[config.mk]
export PLATFORM = sky130hd
export DESIGN_NAME = iiitb_brg_prog
export DESIGN_NICKNAME = d
export VERILOG_FILES = /design/src/rtl/iiitb_brg_pkg.sv /design/src/rtl/iiitb_brg_modcnt.sv /design/src/rtl/iiitb_brg_prog.sv
export SDC_FILE = /design/constraint.sdc
export NUM_CORES = 1
export LEC_CHECK = 0
export CAP_MARGIN = 15
export CORE_MARGIN = 10
export CORE_UTILIZATION = 55
export CTS_CLUSTER_SIZE = 25
export DETAILED_ROUTE_END_ITERATION = 6
export GPL_TIMING_DRIVEN = 0
export MAX_ROUTING_LAYER = met4
export PLACE_DENSITY = 0.73
export SYNTH_ARGS = -nofsm -noshare
export SYNTH_HDL_FRONTEND = slang
export SYNTH_SLANG_ARGS = --single-unit
[constraint.sdc]
create_clock -name clk -period 2.8 [get_ports clk]
set_input_delay 0.42 -clock clk [delete_from_list [all_inputs] [get_ports clk]]
set_output_delay 0.42 -clock clk [all_outputs]
set_load 0.03 [all_outputs]
[src/rtl/iiitb_brg_pkg.sv]
// Shared definitions for the programmable UART baud-rate generator:
// preset-select encodings, default preset divisors, minimum legal divisor
// and default oversample ratio.
package iiitb_brg_pkg;

  typedef enum logic [1:0] {
    SEL_115200 = 2'b00,
    SEL_38400  = 2'b01,
    SEL_19200  = 2'b10,
    SEL_9600   = 2'b11
  } sel_e;

  localparam int unsigned DIV_W_DEF = 16;
  localparam int unsigned OSR_DEF   = 16;
  localparam int unsigned PRE0_DEF  = 68;   // 115200 bps @125 MHz, OSR 16
  localparam int unsigned PRE1_DEF  = 203;  // 38400
  localparam int unsigned PRE2_DEF  = 407;  // 19200
  localparam int unsigned PRE3_DEF  = 814;  // 9600
  localparam int unsigned MIN_DIV   = 2;

endpackage

[src/rtl/iiitb_brg_modcnt.sv]
// Generic modulo-N counter with runtime terminal value.
// Ports:
//   clk, reset_n : clock, asynchronous active-low reset
//   inc          : advance the count this cycle
//   clr          : force count to 0 (has priority over inc)
//   last         : terminal value N-1; count runs 0..last
//   cnt          : current count
//   wrap         : combinational, high when inc is set and cnt==last
module iiitb_brg_modcnt #(
  parameter int unsigned W = 16
) (
  input  logic         clk,
  input  logic         reset_n,
  input  logic         inc,
  input  logic         clr,
  input  logic [W-1:0] last,
  output logic [W-1:0] cnt,
  output logic         wrap
);

  logic [W-1:0] cnt_q, cnt_d;

  always_comb begin
    wrap  = inc && (cnt_q == last);
    cnt_d = cnt_q;
    if (clr)       cnt_d = '0;
    else if (wrap) cnt_d = '0;
    else if (inc)  cnt_d = cnt_q + W'(1);
  end

  always_ff @(posedge clk or negedge reset_n) begin
    if (!reset_n) cnt_q <= '0;
    else          cnt_q <= cnt_d;
  end

  assign cnt = cnt_q;

endmodule

[src/rtl/iiitb_brg_prog.sv]
// Programmable UART baud-rate generator.
// Ports:
//   clk, reset_n : system clock, asynchronous active-low reset
//   en           : run enable; low holds counters/outputs at 0
//   sel          : preset divisor select
//   use_custom   : take div_cfg instead of the preset
//   div_cfg      : custom divisor (clk cycles per oversample tick)
//   cfg_load     : 1-cycle pulse capturing {sel,use_custom,div_cfg}
//   sync_rst     : 1-cycle pulse restarting the baud phase
//   tick_os      : pulse every active divisor clocks
//   baud_tick    : pulse every OSR tick_os
//   clkout       : 50% duty square wave at the baud rate
//   cfg_pend     : captured divisor not yet applied
//   cfg_err      : sticky: last load requested divisor <2 (clamped to 2)
module iiitb_brg_prog
  import iiitb_brg_pkg::*;
#(
  parameter int unsigned DIV_W = DIV_W_DEF,
  parameter int unsigned OSR   = OSR_DEF,
  parameter int unsigned PRE0  = PRE0_DEF,
  parameter int unsigned PRE1  = PRE1_DEF,
  parameter int unsigned PRE2  = PRE2_DEF,
  parameter int unsigned PRE3  = PRE3_DEF
) (
  input  logic             clk,
  input  logic             reset_n,
  input  logic             en,
  input  logic [1:0]       sel,
  input  logic             use_custom,
  input  logic [DIV_W-1:0] div_cfg,
  input  logic             cfg_load,
  input  logic             sync_rst,
  output logic             tick_os,
  output logic             baud_tick,
  output logic             clkout,
  output logic             cfg_pend,
  output logic             cfg_err
);

  localparam int unsigned     OS_W    = $clog2(OSR);
  localparam logic [OS_W-1:0] OS_LAST = OS_W'(OSR - 1);
  localparam logic [OS_W-1:0] OS_HALF = OS_W'(OSR / 2 - 1);

  logic             run_q, run_d;
  logic             tick_os_q, tick_os_d;
  logic             baud_tick_q, baud_tick_d;
  logic             clkout_q, clkout_d;
  logic             cfg_pend_q, cfg_pend_d;
  logic             cfg_err_q, cfg_err_d;
  logic [DIV_W-1:0] active_div_q, active_div_d;
  logic [DIV_W-1:0] pend_div_q, pend_div_d;

  logic [DIV_W-1:0] pre_cnt, pre_last;
  logic [OS_W-1:0]  os_cnt;
  logic             pre_inc, pre_clr, pre_wrap, os_wrap;
  logic [DIV_W-1:0] preset, load_raw, load_val;
  logic             load_bad, apply_ok;
  sel_e             sel_v;

  // run_q delays counting by one cycle after en rises, so the first tick
  // lands active_div+1 clocks after enable.
  always_comb begin
    run_d    = en;
    pre_clr  = !en || sync_rst;
    pre_inc  = en && run_q && !sync_rst;
    pre_last = active_div_q - DIV_W'(1);
  end

  iiitb_brg_modcnt #(.W(DIV_W)) u_pre (
    .clk(clk), .reset_n(reset_n), .inc(pre_inc), .clr(pre_clr),
    .last(pre_last), .cnt(pre_cnt), .wrap(pre_wrap)
  );

  // The oversample stage advances on the same edge that raises tick_os, so
  // its wrap flags the OSR-th tick and registers straight into baud_tick.
  iiitb_brg_modcnt #(.W(OS_W)) u_os (
    .clk(clk), .reset_n(reset_n), .inc(pre_wrap), .clr(pre_clr),
    .last(OS_LAST), .cnt(os_cnt), .wrap(os_wrap)
  );

  always_comb begin
    tick_os_d   = pre_wrap;
    baud_tick_d = os_wrap;
    clkout_d    = clkout_q;
    if (pre_clr)
      clkout_d = 1'b0;
    else if (pre_wrap && (os_cnt == OS_HALF || os_cnt == OS_LAST))
      clkout_d = !clkout_q;
  end

  always_comb begin
    sel_v = sel_e'(sel);
    case (sel_v)
      SEL_115200: preset = DIV_W'(PRE0);
      SEL_38400:  preset = DIV_W'(PRE1);
      SEL_19200:  preset = DIV_W'(PRE2);
      default:    preset = DIV_W'(PRE3);
    endcase
  end

  // Divisor only changes at a prescaler wrap, when stopped, or on a phase
  // restart; in each case pre_cnt restarts at 0 so no period is mixed.
  always_comb begin
    load_raw     = use_custom ? div_cfg : preset;
    load_bad     = load_raw < DIV_W'(MIN_DIV);
    load_val     = load_bad ? DIV_W'(MIN_DIV) : load_raw;
    apply_ok     = pre_wrap || !en || sync_rst;
    active_div_d = active_div_q;
    pend_div_d   = pend_div_q;
    cfg_pend_d   = cfg_pend_q;
    cfg_err_d    = cfg_err_q;
    if (cfg_load) begin
      pend_div_d = load_val;
      cfg_err_d  = load_bad;
      if (sync_rst) begin
        active_div_d = load_val;
        cfg_pend_d   = 1'b0;
      end else begin
        // A simultaneous wrap still takes the previously pending value.
        if (cfg_pend_q && apply_ok) active_div_d = pend_div_q;
        cfg_pend_d = 1'b1;
      end
    end else if (cfg_pend_q && apply_ok) begin
      active_div_d = pend_div_q;
      cfg_pend_d   = 1'b0;
    end
  end

  always_ff @(posedge clk or negedge reset_n) begin
    if (!reset_n) begin
      run_q        <= 1'b0;
      tick_os_q    <= 1'b0;
      baud_tick_q  <= 1'b0;
      clkout_q     <= 1'b0;
      cfg_pend_q   <= 1'b0;
      cfg_err_q    <= 1'b0;
      active_div_q <= DIV_W'(PRE0);
      pend_div_q   <= DIV_W'(PRE0);
    end else begin
      run_q        <= run_d;
      tick_os_q    <= tick_os_d;
      baud_tick_q  <= baud_tick_d;
      clkout_q     <= clkout_d;
      cfg_pend_q   <= cfg_pend_d;
      cfg_err_q    <= cfg_err_d;
      active_div_q <= active_div_d;
      pend_div_q   <= pend_div_d;
    end
  end

  assign tick_os   = tick_os_q;
  assign baud_tick = baud_tick_q;
  assign clkout    = clkout_q;
  assign cfg_pend  = cfg_pend_q;
  assign cfg_err   = cfg_err_q;

endmodule

==> summary.md <==
| Metric | Value |
|---|---|
| # rows | `30` |
| Cell Pwr Density | `516.5 nW/um2` |
| Crit path time final | `2.705 ns` |
| Vias per std cell | `6.000` |
| Dpl ws | `-0.2587 ns` |
| DP Area | `4208 um2` |
| Fillers | `548` |
| Crit start category | `flip-flop` |
| Slew headroom | `0.6036` |
| Setup-failing EPs final | `0` |
| CP required | `3.02 ns` |
| CTS clk-pin slew, worst paths | `0.08 ns` |
| Max-Cap Viols | `0` |
| Worst reg-to-reg path cell count | `10` |
| Mean Syn Cell Area | `8.845 um2` |
| Cell Area, Synth | `3812 um2` |
| Status | `complete, no violations` |
| Share of flip-flops with an asynchronous set or reset | `1.000` |
| Fraction of layout cells with a size suffix above 1 | `0.1518` |
| Post-route setup TNS | `0 ns` |
| Antenna Nets Post-Route | `0` |
| Drt initial violations | `135` |
| Synth Register Bits | `58` |
| CTS tree | `built` |
| Setup Crit Path Kind | `reg2reg` |
| Internal power | `1660 uW` |
| CTS Sinks | `58` |
| Cell count after synthesis | `431` |
| Clk_lat worst skew | `0.36 ns` |
| Post-route setup slack | `0.09493 ns` |
| YS warnings | `0` |
| H-tree depth | `3` |
| R2R Setup Slk | `0.09 ns` |
| Largest net degree at the start of global routing | `35` |
| Root Driver | `clkbuf_8` |
| Starting density of the core | `0.5643` |
| F_max | `369.7 MHz` |
| Hold crit path type | `in2async` |
| Fin crit share | `0.9661` |
| Worst r2r src | `active_div_q[3]` |
| Peak supply drop | `266.8 uV` |
| DR pass1 iterations | `5` |
| Avg WL per Cell | `17.31 um` |
| Netlist cell types | `60` |
| Via count | `3366` |
| Reg2reg end | `active_div_q[7]` |
| Core ar. | `6756 um2` |
| P_leak | `0.001827 uW` |
| DRC Markers | `0` |
| Max Slew Vio Count | `0` |
| Top FF cell, synth | `dfrtp_1` |
| Most common cell in the netlist | `dfrtp_1` |
| CP endpoint kind | `flip-flop` |
| First-pass GRT wire length | `16290 um` |
| GPL Wtd Cong | `0.9088` |
| Wirelength, routed | `9711 um` |
| I/O Buffers | `28` |
| Leading area contributor after synthesis | `dfrtp_1` |
| CP Data Arrival Time | `2.92 ns` |
| Switching power | `720.0 uW` |
| CTS Buffer Depth | `2` |
| Grt ovf | `0` |
| Seq pwr share | `0.410` |
| EDFF count, synth | `0` |
| Finished Cell Area | `4608 um2` |
| Comb pwr share | `0.213` |
| Diode count | `0` |
| Number of antenna violations at the first check in global routing | `0` |
| Top cells by count, synth | `dfrtp_1, nor2_1, nand2_1, a21oi_1, clkbuf_1` |
| Sequential cell area | `1458 um2` |
| Switching Share | `0.3025` |
| CP Max Fanout | `10` |
| Fin nets | `507` |
| Multi-input logic area | `2230 um2` |
| Clk pwr share | `0.377` |
| Die area | `10660 um2` |
| Top-area cell type share of the netlist area | `0.3544` |
| Vias in the first global route | `3362` |
| Fin. Hold Viols | `0` |
| Final Skew | `0.01384 ns` |
| CTS buffer count | `9` |
| Synth top area cells | `dfrtp_1, nor2_1, a2bb2oi_1` |
| DP HPWL | `7294 um` |
| Die width | `103.3 um` |
| CP startpoint | `active_div_q[3]` |
| Area grow syn2layout | `20.87%` |
| Post-CTS Hold Buffers | `0` |
| Syn Nets | `462` |
| Die height | `103.3 um` |
| Finished Core Util | `0.6820` |
| Slew @ Worst Pin | `0.5895 ns` |
| Overall Global Routing Usage | `0.1981` |
| Seq/Total Area, Yosys | `0.3820` |
| # IOs | `29` |
==> area by class of cell <==
cell class              instances  share of cell area
multi-input cells             324              0.4838
flip-flops and latches         58              0.3163
repair buffers                 34             0.07222
plain buffers                  34             0.04426
clock buffers                  10             0.02987
well taps                      80             0.02172
clock inverters                 6             0.01955
inverters                      15             0.01222
==> cells in the final DEF (no fill, tap or decap), types with 3 or more instances in the layout <==
master,synthesis,final
mux2_2,5,5
xnor2_1,15,15
nor2b_1,13,13
o21ai_0,11,10
nand2_1,31,31
nand4_1,8,8
a31oi_1,21,21
inv_1,15,14
dfrtp_1,54,53
a21oi_1,25,24
mux2i_1,5,5
nor4_1,6,4
buf_6,7,4
a2bb2oi_1,16,7
a2bb2oi_2,0,9
o211ai_1,16,16
o21bai_1,3,3
ha_1,7,6
nand3_1,17,17
nor2_1,44,44
xor2_1,14,14
dfstp_2,4,4
buf_4,1,6
clkdlybuf4s50_1,0,27
buf_2,1,3
nor3_1,7,7
clkbuf_1,23,21
and4_1,3,3
and2_1,3,3
clkbuf_8,0,10
and3_1,5,5
nand3b_1,3,3
nand2b_1,10,10
==> power groups by stage <==
stage               clock [uW]  combinational [uW]  sequential [uW]
detailed placement           0                 459              987
CTS                        901                 468              971
global placement             0                 445              983
finish                     898                 507              975
global route               942                 560              984
floorplan                    0                 324              972
==> cell families (layout without fill, tap and decap cells) <==
group | after synthesis | count (layout) | synth area share
AND/OR/NAND/NOR | 168 | 168 | 0.2396
adder cells (fa/ha/maj) | 7 | 7 | 0.02297
multiplexers | 10 | 10 | 0.02790
XOR/XNOR | 29 | 29 | 0.06662
buffers and inverters | 49 | 99 | 0.06334
flip-flops | 58 | 58 | 0.3820
AO/OA/AOI/OAI | 110 | 110 | 0.1976
==> per-stage QoR <==
stage               hold slack (ns)  instances  power [uW]
floorplan                    0.1244        431        1296
global placement             0.4786        539        1428
detailed placement           0.4510        540        1445
CTS                         0.06938        556        2340
global route                 0.1003        561        2486
finish                      0.05193        561        2380
==> per-layer routing <==
metal | vias to the layer above | share of wire | GRT usage
met5 | - | 0 | -
met4 | 0 | 0.022 | 0.07594
met3 | 24 | 0.037 | 0.03920
met2 | 90 | 0.49 | 0.3291
met1 | 1610 | 0.45 | 0.2322
li1 | 1642 | - | -
==> worst max-delay path by stage <==
stage / slack (ns) / to / cells after the start
after floorplan: 0.31 / clkout / 12
after global placement: -0.50 / cfg_err / 1
after detailed placement: -0.26 / u_pre.cnt[6] / 10
after CTS: 0.02 / active_div_q[5] / 12
after global routing: -0.01 / u_pre.cnt[8] / 9
final: 0.09 / active_div_q[7] / 10
==> state kept, by name, summed over array words and instances, names as in the netlist <==
signal / flops
active_div_q: 16
baud_tick: 1
cfg_err: 1
cfg_pend: 1
clkout: 1
pend_div_q: 16
run_q: 1
tick_os: 1
u_os.cnt: 4
u_pre.cnt: 16
==> worst max-delay path, cell delays in order, from the launching register on <==
cell	delay [ns]
dfrtp_1	0.36
clkbuf_1	0.25
or4_4	0.53
nor3_2	0.21
xnor2_1	0.17
and4_1	0.23
and4_4	0.23
buf_8	0.15
buf_12	0.14
a2bb2oi_1	0.18
a31oi_1	0.10
==> what timing repair did <==
item                       4_1_cts  5_1_grt
buffers inserted                 0        5
resized for setup                5       26
pin swaps                        0        5
hold endpoints to repair         0        0
setup endpoints to repair       30       37
No activity file was read; power rests on OpenSTA's default activity.
